===== config.mk =====
export PLATFORM = sky130hd
export DESIGN_NAME = bcd_7448_decoder_flat
export DESIGN_NICKNAME = d
export VERILOG_FILES = /design/src/rtl/bcd_7448_decoder_if.sv /design/src/rtl/bcd_7448_decoder.sv /design/src/flat_wrapper.sv
export SDC_FILE = /design/constraint.sdc
export NUM_CORES = 1
export LEC_CHECK = 0
export ABC_AREA = 1
export CORE_MARGIN = 1
export CORE_UTILIZATION = 30
export CTS_CLUSTER_DIAMETER = 30
export CTS_CLUSTER_SIZE = 8
export DETAILED_ROUTE_END_ITERATION = 6
export GPL_ROUTABILITY_DRIVEN = 0
export GPL_TIMING_DRIVEN = 0
export SYNTH_ARGS = -nofsm -noshare
export SYNTH_HDL_FRONTEND = slang
export SYNTH_SLANG_ARGS = --single-unit

===== constraint.sdc =====
create_clock -name clk -period 1.8 [get_ports clk]
set_clock_uncertainty 0.15 [all_clocks]
set_input_delay 0.45 -clock clk [delete_from_list [all_inputs] [get_ports clk]]
set_output_delay 0.45 -clock clk [all_outputs]
set_load 0.1 [all_outputs]

===== src/rtl/bcd_7448_decoder_if.sv =====
// ---------------------------------------------------------------------------
// bcd_7448_decoder_if
//   Connection bundle between a BCD source and one 7448-style display digit.
//   Signals:
//     bcd  4  BCD digit; codes 10-15 are decoded to 7448 glyphs
//     lt   1  lamp test, active-low (all segments on)
//     bi   1  blanking input, active-low (all segments off)
//     rbi  1  ripple-blank input, active-low (blank a zero digit)
//     seg  7  segment drive, active-high, seg[0]=a .. seg[6]=g
//     rbo  1  ripple-blank output, active-low; feeds the next digit's rbi
//   Modports:
//     master  digit source / display side: drives inputs, observes outputs
//     slave   the decoder itself
// ---------------------------------------------------------------------------
interface bcd_7448_decoder_if;
  logic [3:0] bcd;
  logic       lt;
  logic       bi;
  logic       rbi;
  logic [6:0] seg;
  logic       rbo;

  modport master (
    output bcd,
    output lt,
    output bi,
    output rbi,
    input  seg,
    input  rbo
  );

  modport slave (
    input  bcd,
    input  lt,
    input  bi,
    input  rbi,
    output seg,
    output rbo
  );
endinterface


===== src/rtl/bcd_7448_decoder.sv =====
// ---------------------------------------------------------------------------
// bcd_7448_decoder
//   BCD-to-7-segment decoder modelled on the 7448 (common-cathode,
//   active-high segment drive) with lamp test, blanking input and ripple
//   blanking for leading-zero suppression across cascaded digits.
//   The decode is purely combinational and feeds a single register stage,
//   so seg/rbo reflect the inputs sampled at the previous rising clk edge.
//   Ports:
//     clk  1  system clock, rising edge
//     rst  1  asynchronous, active-high reset: seg=0, rbo=1
//     dif     bcd_7448_decoder_if.slave (bcd, lt, bi, rbi in; seg, rbo out)
// ---------------------------------------------------------------------------
module bcd_7448_decoder (
  input  logic                    clk,
  input  logic                    rst,
  bcd_7448_decoder_if.slave       dif
);

  localparam logic [6:0] SEG_OFF = 7'h00;
  localparam logic [6:0] SEG_ALL = 7'h7F;

  // 7448 glyph table, bit order {g,f,e,d,c,b,a}. 6 and 9 have no tails;
  // code 15 is a blank glyph but is not a ripple-blank condition.
  function automatic logic [6:0] decode_glyph(input logic [3:0] digit);
    logic [6:0] glyph;
    case (digit)
      4'd0:    glyph = 7'h3F;
      4'd1:    glyph = 7'h06;
      4'd2:    glyph = 7'h5B;
      4'd3:    glyph = 7'h4F;
      4'd4:    glyph = 7'h66;
      4'd5:    glyph = 7'h6D;
      4'd6:    glyph = 7'h7C;
      4'd7:    glyph = 7'h07;
      4'd8:    glyph = 7'h7F;
      4'd9:    glyph = 7'h67;
      4'd10:   glyph = 7'h58;
      4'd11:   glyph = 7'h4C;
      4'd12:   glyph = 7'h62;
      4'd13:   glyph = 7'h69;
      4'd14:   glyph = 7'h78;
      4'd15:   glyph = 7'h00;
      default: glyph = 7'h00;
    endcase
    return glyph;
  endfunction

  logic [6:0] seg_nxt_s;
  logic       rbo_nxt_s;
  logic       zero_digit_s;
  logic [6:0] seg_r;
  logic       rbo_r;

  assign zero_digit_s = (dif.bcd == 4'd0);

  // Control priority: blanking beats lamp test beats ripple blanking beats decode.
  always_comb begin
    seg_nxt_s = SEG_OFF;
    rbo_nxt_s = 1'b1;
    if (dif.bi == 1'b0) begin
      // BI doubles as an input to the ripple chain, so rbo goes low too.
      seg_nxt_s = SEG_OFF;
      rbo_nxt_s = 1'b0;
    end else if (dif.lt == 1'b0) begin
      seg_nxt_s = SEG_ALL;
      rbo_nxt_s = 1'b1;
    end else if ((dif.rbi == 1'b0) && zero_digit_s) begin
      // Leading zero: suppress it and tell the next digit it may blank too.
      seg_nxt_s = SEG_OFF;
      rbo_nxt_s = 1'b0;
    end else begin
      seg_nxt_s = decode_glyph(dif.bcd);
      rbo_nxt_s = 1'b1;
    end
  end

  // Output register stage with asynchronous clear to the dark/idle state.
  always_ff @(posedge clk or posedge rst) begin
    if (rst) begin
      seg_r <= SEG_OFF;
      rbo_r <= 1'b1;
    end else begin
      seg_r <= seg_nxt_s;
      rbo_r <= rbo_nxt_s;
    end
  end

  assign dif.seg = seg_r;
  assign dif.rbo = rbo_r;

endmodule


===== src/flat_wrapper.sv =====
// flat-port wrapper written by rule: the top's interface ports become plain ports
module bcd_7448_decoder_flat 
  (clk, rst, dif_bcd, dif_lt, dif_bi, dif_rbi, dif_seg, dif_rbo);
  bcd_7448_decoder_if dif_i ();
  input  logic clk;
  input  logic rst;
  input wire logic [$bits(dif_i.bcd)-1:0] dif_bcd;
  input wire logic [$bits(dif_i.lt)-1:0] dif_lt;
  input wire logic [$bits(dif_i.bi)-1:0] dif_bi;
  input wire logic [$bits(dif_i.rbi)-1:0] dif_rbi;
  output wire logic [$bits(dif_i.seg)-1:0] dif_seg;
  output wire logic [$bits(dif_i.rbo)-1:0] dif_rbo;
  assign dif_i.bcd = dif_bcd;
  assign dif_i.lt = dif_lt;
  assign dif_i.bi = dif_bi;
  assign dif_i.rbi = dif_rbi;
  assign dif_seg = dif_i.seg;
  assign dif_rbo = dif_i.rbo;
  bcd_7448_decoder u_core (.clk(clk), .rst(rst), .dif(dif_i));
endmodule

==> results of run 1 <==
[synth_stat cells]
library cell  count
a21oi_1           6
buf_4             1
dfrtp_1           7
dfstp_2           1
ha_1              6
inv_1             7
inv_2             2
nand2_1          15
nand2_4           1
nand3_1           6
nand3_2           1
nor2_1            3
nor2_2            1
o21ai_1           2
[sequential cells by signal (all words and copies together) (netlist names)]
register / flops
u_core.dif.seg: 7
u_core.dif.rbo: 1
[area by class of cell]
type	count	area [µm²]
fillers	160	818
well taps	16	20.0
multi-input cells	41	240
repair buffers	15	159
plain buffers	1	7.51
inverters	9	33.8
flip-flops and latches	8	201
clock buffers	4	26.3
[how the worst max path moves through the flow]
stage | startpoint | to | slack (ps) | cells after the start
final | u_core.dif.rbo | dif_rbo | 50 | 1
after global routing | u_core.dif.rbo | dif_rbo | 10 | 1
after CTS | dif_bcd[0] | u_core.dif.seg[0] | 10 | 10
after detailed placement | u_core.dif.rbo | dif_rbo | -410 | 1
after global placement | u_core.dif.rbo | dif_rbo | -410 | 1
after floorplan | u_core.dif.seg[0] | dif_seg[0] | 320 | 0
[power by group through the flow]
stage	Clock [mW]	Combinational [mW]	Sequential, mW
after global placement	0	0.198	0.200
after floorplan	0	0.0449	0.298
after detailed placement	0	0.198	0.200
after CTS	0.146	0.195	0.197
after global routing	0.158	0.205	0.198
final	0.140	0.193	0.197
[metrics by stage]
stage	hold WS, ps	instance area [µm²]
final	287	688
after global routing	282	688
after CTS	283	683
after detailed placement	545	653
after global placement	542	653
after floorplan	115	483
[what timing repair did]
item | 4_1_cts | 5_1_grt
setup endpoints to repair | 9 | 7
resized for setup | 27 | 3
hold buffers | 0 | 0
setup buffers | 0 | 0
[cell usage in the layout (no fill, tap or decap), drive strengths merged]
cell           count
a21oi              6
buf                2
clkbuf             4
clkdlybuf4s15      7
clkdlybuf4s50      5
dfrtp              7
dfstp              1
dlymetal6s2s       2
ha                 6
inv                9
nand2             16
nand3              7
nor2               4
o21ai              2
[cells by family (layout without fill, tap and decap cells)]
kind of cell	count (synthesis)	count (layout)	synth area share, %
buf+inv	10	29	8.55
fa+ha+maj	6	6	15.5
compound gates	8	8	8.29
simple gates	27	27	25.9
flops	8	8	41.7
[per-layer routing]
| metal | wire, µm | vias to the layer above | part of all wire [%] | track usage, % |
|---|---|---|---|---|
| li1 | - | 222 | - | - |
| met1 | 350 | 179 | 43 | 12.5 |
| met2 | 383 | 19 | 47 | 16.6 |
| met3 | 68 | 2 | 8.3 | 3.88 |
| met4 | 13 | 0 | 1.6 | 7.50 |
| met5 | 0 | - | 0 | 0 |
==> reports/metrics.yaml, run 1 <==
outcome:
  status: "completed"
worst_setup_path:
  critical_path_arrival_ps: 1150
  worstSetupPathType: "register to output port"
  endpoint_kind: "output port"
  cp_cell_sequence: "buf_2"
  worst_ep_required_time_ps: 1200
  slowest_delay_ps: 500
  crit_family: "flip-flops"
  start_kind: "register"
  path_max_fanout: 1
  timing.critical_path.buf_inv: 1
  slowest_stage: "dfstp_2"
pwr:
  combPwrFrac_pct: 36.4
  power_density_nw_per_um2: 769
  pwr-share-seq_pct: 37.1
  p_sw_mw: 0.202
  peakVddDrop_mv: 0.206
  total_power_mw: 0.529
  clockPowerShare_pct: 26.5
  switching_share_pct: 38.2
  intPower_mw: 0.327
  p_leak_nw: 0.364
logic_synthesis:
  yosysTopAreaCellShare_pct: 36.3
  yosys_warnings: 0
  ys_seq_elements: 8
  synth_area_leader_cell: "dfrtp_1"
  syn_area_um2: 483
  ys_seq_area_share_pct: 41.7
  syn_avg_cell_area_um2: 8.19
  syn_inst: 59
  synth.distinct_cells: 14
  synthTopCellsByArea: "dfrtp_1, ha_1, nand2_1, a21oi_1, nand3_1"
  syn_nets: 74
global_routing:
  grt_max_degree: 9
  grt_pass1_wl_um: 1440
  grt_use_total_pct: 10.8
  antenna_found_initial: 0
  grt_overflow: 0
  grt_pass1_vias: 364
place:
  portBuffers: 15
  place_inst: 90
  place.detailed.hpwl_um: 687
  post-place-ws_ps: -406
die:
  die_area_um2: 1770
  fp.dieH_um: 42.1
  ios: 17
  start_util_pct: 32.1
  die_x_um: 42.1
  core_area_um2: 1510
  num_rows: 14
hold_path:
  worstHoldStart: "dif_lt"
  min_path_cells: 2
  holdPathEnd: "u_core.dif.seg[2]"
  hold_class: "input pin to register"
sta:
  fmax_mhz: 570
  tns_ps: 0
  final_max_slew_viol_count: 0
  max_slew_margin_pct: 63.9
  tightest_slew_ps: 544
  setup_violations: 0
  hold_viol: 0
  grt_setup_unrepaired: "false"
  period_share_pct: 97.5
  final.setup.worst_slack_ps: 45.3
  finalCriticalPeriod_ps: 1750
clocking:
  cts_buffer_depth: 2
  htree_levels: 1
  clk_pin_slew_ps: 60
  cts_tree: "done"
  clkSinkCount: 8
  cts_root_buffer: "clkbuf_4"
  cts_made_buffers: 3
layout:
  final_util_pct: 45.7
  area_delta_synth_final_pct: 42.5
  drive_gt1_share_pct: 25.6
  fin_cells: 94
  n_antenna_cell: 0
  finalNetCount: 94
drt:
  first_iter_violations: 6
  drc: 0
  ant_nets: 0
  vias: 422
  drt-total-wl_um: 815
  routed_via_density: 4.49
  drt_pass1_iterations: 4
  wire_per_inst_um: 8.67
job:
  maxCapViolCount: 0
No activity file was read; power rests on OpenSTA's default activity.
==> run 2: changes to the inputs <==
CAP_MARGIN = 0   (was unset)
GPL_TIMING_DRIVEN = 1   (was 0)
==> run 2 against run 1 <==
Effect of this change: first-iteration DRC count rose by 100%; non-clock buffer count rose by 5; highest routed layer unchanged; routed wire length rose by 7.9%; sequential power up 4%.
==> reports/metrics.yaml, run 2 (synthesis results as in run 1) <==
pwr:
  power_density_nw_per_um2: 726
  p_leak_nw: 0.409
  total_power_mw: 0.581
  peakVddDrop_mv: 0.234
layout:
  area_delta_synth_final_pct: 65.5
  layout_common_cells: "nand2_1, clkdlybuf4s50_1, buf_12"
  fin_cells: 99
  layout_commonest_cell: "nand2_1"
  drive_gt1_share_pct: 26.5
  n_antenna_cell: 0
  largest_reg_flops: 7
  finalNetCount: 99
  fill_cells: 136
worst_setup_path:
  crit_family: "buffers and inverters"
  timing.critical_path.buf_inv: 5
  critical_path_arrival_ps: 1620
  slowest_stage: "clkdlybuf4s50_1"
  cp_cell_sequence: "clkdlybuf4s50_1 -> inv_1 -> ha_1 -> inv_1 -> nor2_2 -> nand3_2 -> nand2_4 -> inv_2 -> nand2_1 -> inv_1"
  endpoint_kind: "register"
  start_kind: "input pin"
  slowest_delay_ps: 420
  cp_common_cell: "inv_1"
  worstSetupPathType: "input pin to register"
  worst_ep_required_time_ps: 1790
  path_max_fanout: 5
global_routing:
  antenna_found_initial: 0
  grt_overflow: 0
  grt_pass1_vias: 419
  grt_use_total_pct: 12.5
  grt_max_degree: 9
  grt_pass1_wl_um: 1590
die:
  fp.dieH_um: 42.1
  start_util_pct: 32.1
  die_x_um: 42.1
  num_rows: 14
  core_area_um2: 1510
  die_area_um2: 1770
  ios: 17
sta:
  period_share_pct: 90.6
  setup_violations: 0
  finalCriticalPeriod_ps: 1630
  hold_viol: 0
  hold_ws_ps: 283
  tightest_slew_ps: 275
  final.setup.worst_slack_ps: 169
  max_slew_margin_pct: 81.7
  grt_setup_unrepaired: "false"
  final_max_slew_viol_count: 0
  fmax_mhz: 613
outcome:
  status: "completed"
drt:
  drc: 0
  first_iter_violations: 12
  ant_nets: 0
  drt-total-wl_um: 879
  drt_pass1_iterations: 4
  wire_per_inst_um: 8.88
  vias: 463
  routed_via_density: 4.68
clocking:
  cts_made_buffers: 3
  postCtsSetupBuffers: 0
  clk_pin_slew_ps: 50
  clkSinkCount: 8
  post_cts_resize_count: 0
  cts_root_buffer: "clkbuf_4"
  htree_levels: 1
  cts_buffer_depth: 2
  cts_hold_buf: 0
  cts_tree: "done"
place:
  place.detailed.hpwl_um: 780
  post-place-ws_ps: -104
  place_inst: 95
  portBuffers: 16
job:
  maxCapViolCount: 0
hold_path:
  hold_class: "input pin to async pin"
## run 2: cell types whose count changed in the layout (fill, tap and decap cells not counted), sizes merged
cell / before / now
buf: 2 / 13
clkdlybuf4s15: 7 / 0
clkdlybuf4s50: 5 / 8
dlymetal6s2s: 2 / 0
## run 2: layer usage
metal  GRT usage (%)  up-vias  part of all wire (%)
met4            13.1        0                   5.0
met1            12.2      204                    37
met2            20.9       19                    52
met5               0        -                     0
li1                -      234                     -
met3            2.59        6                   6.1
## run 2: final cells by class
cell class / count / area (µm²) / area share (%)
Clock buffer: 4 / 26.3 / 3.29
Sequential cell: 8 / 201 / 25.2
Multi-Input combinational cell: 41 / 240 / 30.0
Inverter: 9 / 33.8 / 4.23
Timing Repair Buffer: 21 / 278 / 34.7
Tap cell: 16 / 20.0 / 2.50
## run 2: power by group
group | internal (mW) | switching (mW)
registers | 0.194 | 0.0106
logic | 0.0899 | 0.146
clock network | 0.0844 | 0.0555
total | 0.369 | 0.212
## run 2: through the flow
stage | util [%] | setup TNS (ps) | cell area [µm²]
final | 53.1 | 0 | 800
after global routing | 53.1 | 0 | 800
after detailed placement | 51.3 | -397 | 773
after CTS | 53.1 | 0 | 800
after global placement | 51.3 | -312 | 773
after floorplan | - | 0 | 483
## run 2: how the worst max path moves through the flow
stage	start	endpoint	slack, ps	cells past startpoint
2_1_floorplan	u_core.dif.seg[0]	dif_seg[0]	320	0
3_3_place_gp	dif_bcd[1]	u_core.dif.seg[0]	-100	10
3_5_place_dp	dif_bcd[1]	u_core.dif.seg[0]	-100	10
4_1_cts	dif_bcd[1]	u_core.dif.seg[0]	170	10
5_1_grt	dif_bcd[1]	u_core.dif.seg[0]	40	10
6_report	dif_bcd[0]	u_core.dif.seg[0]	170	10
==> run 3: changes to the inputs <==
ABC_AREA = unset   (was 1)
==> run 3 against run 2 <==
Effect of this change: the flow now finishes with violations (design-rule violations); clock-buffer cell count did not move; worst setup slack lost 95 ps; first-iteration DRC count fell by 33%; worst hold slack gained 3.2 ps; synthesized cell count shrank 14%; core utilization is 1.2 points higher; via count fell by 6.0%; sequential cell count is the same; non-clock buffer count increased by 3; sequential power about the same; cell count fell by 7.1%; critical endpoint is now u_core.dif.seg[5].
==> reports/metrics.yaml, run 3 <==
outcome:
  status: "complete, but fails checks"
  violations: "design-rule violations"
layout:
  fill_cells: 139
  largest_reg_flops: 7
  multiInputGateArea_um2: 279
  n_antenna_cell: 0
  layout_common_cells: "clkdlybuf4s50_1, buf_12, buf_4"
  drive_gt1_share_pct: 31.6
  regArea_um2: 201
  area_delta_synth_final_pct: 61.7
  final_util_pct: 54.3
  final_area_um2: 846
  finalNetCount: 92
drt:
  drt_pass1_iterations: 6
  wire_per_inst_um: 10.5
  drc: 3
  first_iter_violations: 8
  routed_via_density: 4.73
  ant_nets: 0
  drt-total-wl_um: 969
  vias: 435
pwr:
  intPower_mw: 0.378
  clockPowerShare_pct: 23.6
  peakVddDrop_mv: 0.254
  p_sw_mw: 0.213
  pwr-share-seq_pct: 34.7
  power_density_nw_per_um2: 699
  switching_share_pct: 36.1
  combPwrFrac_pct: 41.7
  p_leak_nw: 0.404
  total_power_mw: 0.591
logic_synthesis:
  yosys_warnings: 0
  ys_seq_area_share_pct: 38.5
  ys_seq_elements: 8
  syn_nets: 66
  synthTopCellsByArea: "dfrtp_1, ha_1, nand2b_1, dfstp_2, o31ai_4"
  synth_common_cells: "dfrtp_1, ha_1, inv_1, nand2b_1"
  yosysTopAreaCellShare_pct: 33.5
  synth_area_leader_cell: "dfrtp_1"
  synthArstFlopShare_pct: 100
  syn_inst: 51
  ys.flop_type: "dfrtp_1"
  synth-edff-count: 0
  syn_avg_cell_area_um2: 10.3
  syn_area_um2: 523
  synth.distinct_cells: 23
  yosys.cell_count.top_type: "dfrtp_1"
sta:
  period_share_pct: 95.9
  max_slew_margin_pct: 78.1
  fmax_mhz: 579
  final.setup.worst_slack_ps: 73.3
  final_max_slew_viol_count: 0
  hold_viol: 0
  grt_setup_unrepaired: "false"
  setup_violations: 0
  tns_ps: 0
  finalCriticalPeriod_ps: 1730
  tightest_slew_ps: 328
worst_setup_path:
  critical_path_arrival_ps: 1700
  start_kind: "input pin"
  slowest_delay_ps: 470
  cp_cell_sequence: "clkdlybuf4s50_1 -> inv_1 -> ha_1 -> and3b_1 -> o31ai_2 -> a21boi_1"
  slowest_stage: "clkdlybuf4s50_1"
  worst_ep_required_time_ps: 1770
  worstSetupPathType: "input pin to register"
  path_max_fanout: 3
  endpoint_kind: "register"
clocking:
  cts_tree: "done"
  cts_hold_buf: 0
  cts_buffer_depth: 2
  post_cts_resize_count: 0
  cts_made_buffers: 3
  clkSinkCount: 8
  clk_pin_slew_ps: 50
  htree_levels: 1
  cts_root_buffer: "clkbuf_4"
  postCtsSetupBuffers: 0
global_routing:
  grt_most_used_layer: "met2"
  grt_util_met3_pct: 2.50
  grt_pass1_vias: 406
  grt_pass1_wl_um: 1640
  grt_max_degree: 11
  antenna_found_initial: 0
  grt_use_total_pct: 12.3
  grt_util_met2_pct: 22.4
  grt_overflow: 0
  grtUsageMet1_pct: 11.2
hold_path:
  hold_class: "input pin to async pin"
place:
  place.detailed.hpwl_um: 840
  post-place-ws_ps: -227
  placed_area_um2: 820
  portBuffers: 16
die:
  core_area_um2: 1560
  start_util_pct: 33.5
  ios: 17
  num_rows: 14
  die_x_um: 43.8
  die_area_um2: 1910
  fp.dieH_um: 43.8
job:
  maxCapViolCount: 0
==> run 3: cell types whose count changed in the layout (fill, tap and decap cells not counted), sizes merged, moves of 2 or more <==
cell and change:
a21oi -3, a31oi +3, buf +3, inv -4
nand2 -13, nand2b +5, nand3 -5, o21ai -2
o31ai +2
==> run 3: layout make-up <==
cell class	instances	share of cell area (%)
timing repair buffer	24	35.5
multi-input combinational	35	33.0
sequential	8	23.8
clock buffer	4	3.11
tap	16	2.37
inverter	5	2.22
==> run 3: power groups by stage <==
| stage | logic [mW] | clock network [mW] | registers [mW] |
|---|---|---|---|
| floorplan | 0.0540 | 0 | 0.297 |
| global placement | 0.246 | 0 | 0.207 |
| detailed placement | 0.247 | 0 | 0.208 |
| CTS | 0.248 | 0.146 | 0.205 |
| global route | 0.258 | 0.157 | 0.207 |
| finish | 0.247 | 0.140 | 0.205 |
==> run 3: stage by stage <==
stage | hold WS, ps | cells
finish | 286 | 92
global route | 303 | 92
CTS | 291 | 92
detailed placement | 556 | 88
global placement | 554 | 88
floorplan | 115 | 51
==> run 3: worst max-delay path, delay by kind of cell <==
family                   cells  cell delay, ps
adder cells (fa/ha/maj)      1             220
buffers and inverters        2             530
AO/OA/AOI/OAI                2             310
AND/OR/NAND/NOR              1             190
==> run 3: how the worst max path moves through the flow <==
stage / from / to / cells past startpoint
final: dif_bcd[0] / u_core.dif.seg[5] / 6
after global routing: dif_bcd[1] / u_core.dif.seg[5] / 6
after CTS: dif_bcd[1] / u_core.dif.seg[2] / 6
after detailed placement: dif_bcd[1] / u_core.dif.seg[2] / 6
after global placement: dif_bcd[1] / u_core.dif.seg[1] / 6
after floorplan: u_core.dif.seg[0] / dif_seg[0] / 0
==> run 3: kinds of logic (layout without fill, tap and decap cells) <==
family / after synthesis / after routing / synth area share [%]
simple gates: 16 / 16 / 16.3
compound gates: 11 / 11 / 18.7
flops: 8 / 8 / 38.5
buf+inv: 8 / 33 / 8.13
fa+ha+maj: 6 / 6 / 14.4
mux: 2 / 2 / 4.07
==> run 3: routing by layer <==
metal,wire (µm),part of all wire [%]
met1,354,37
met2,538,56
met3,63,6.5
met4,12,1.2
met5,0,0
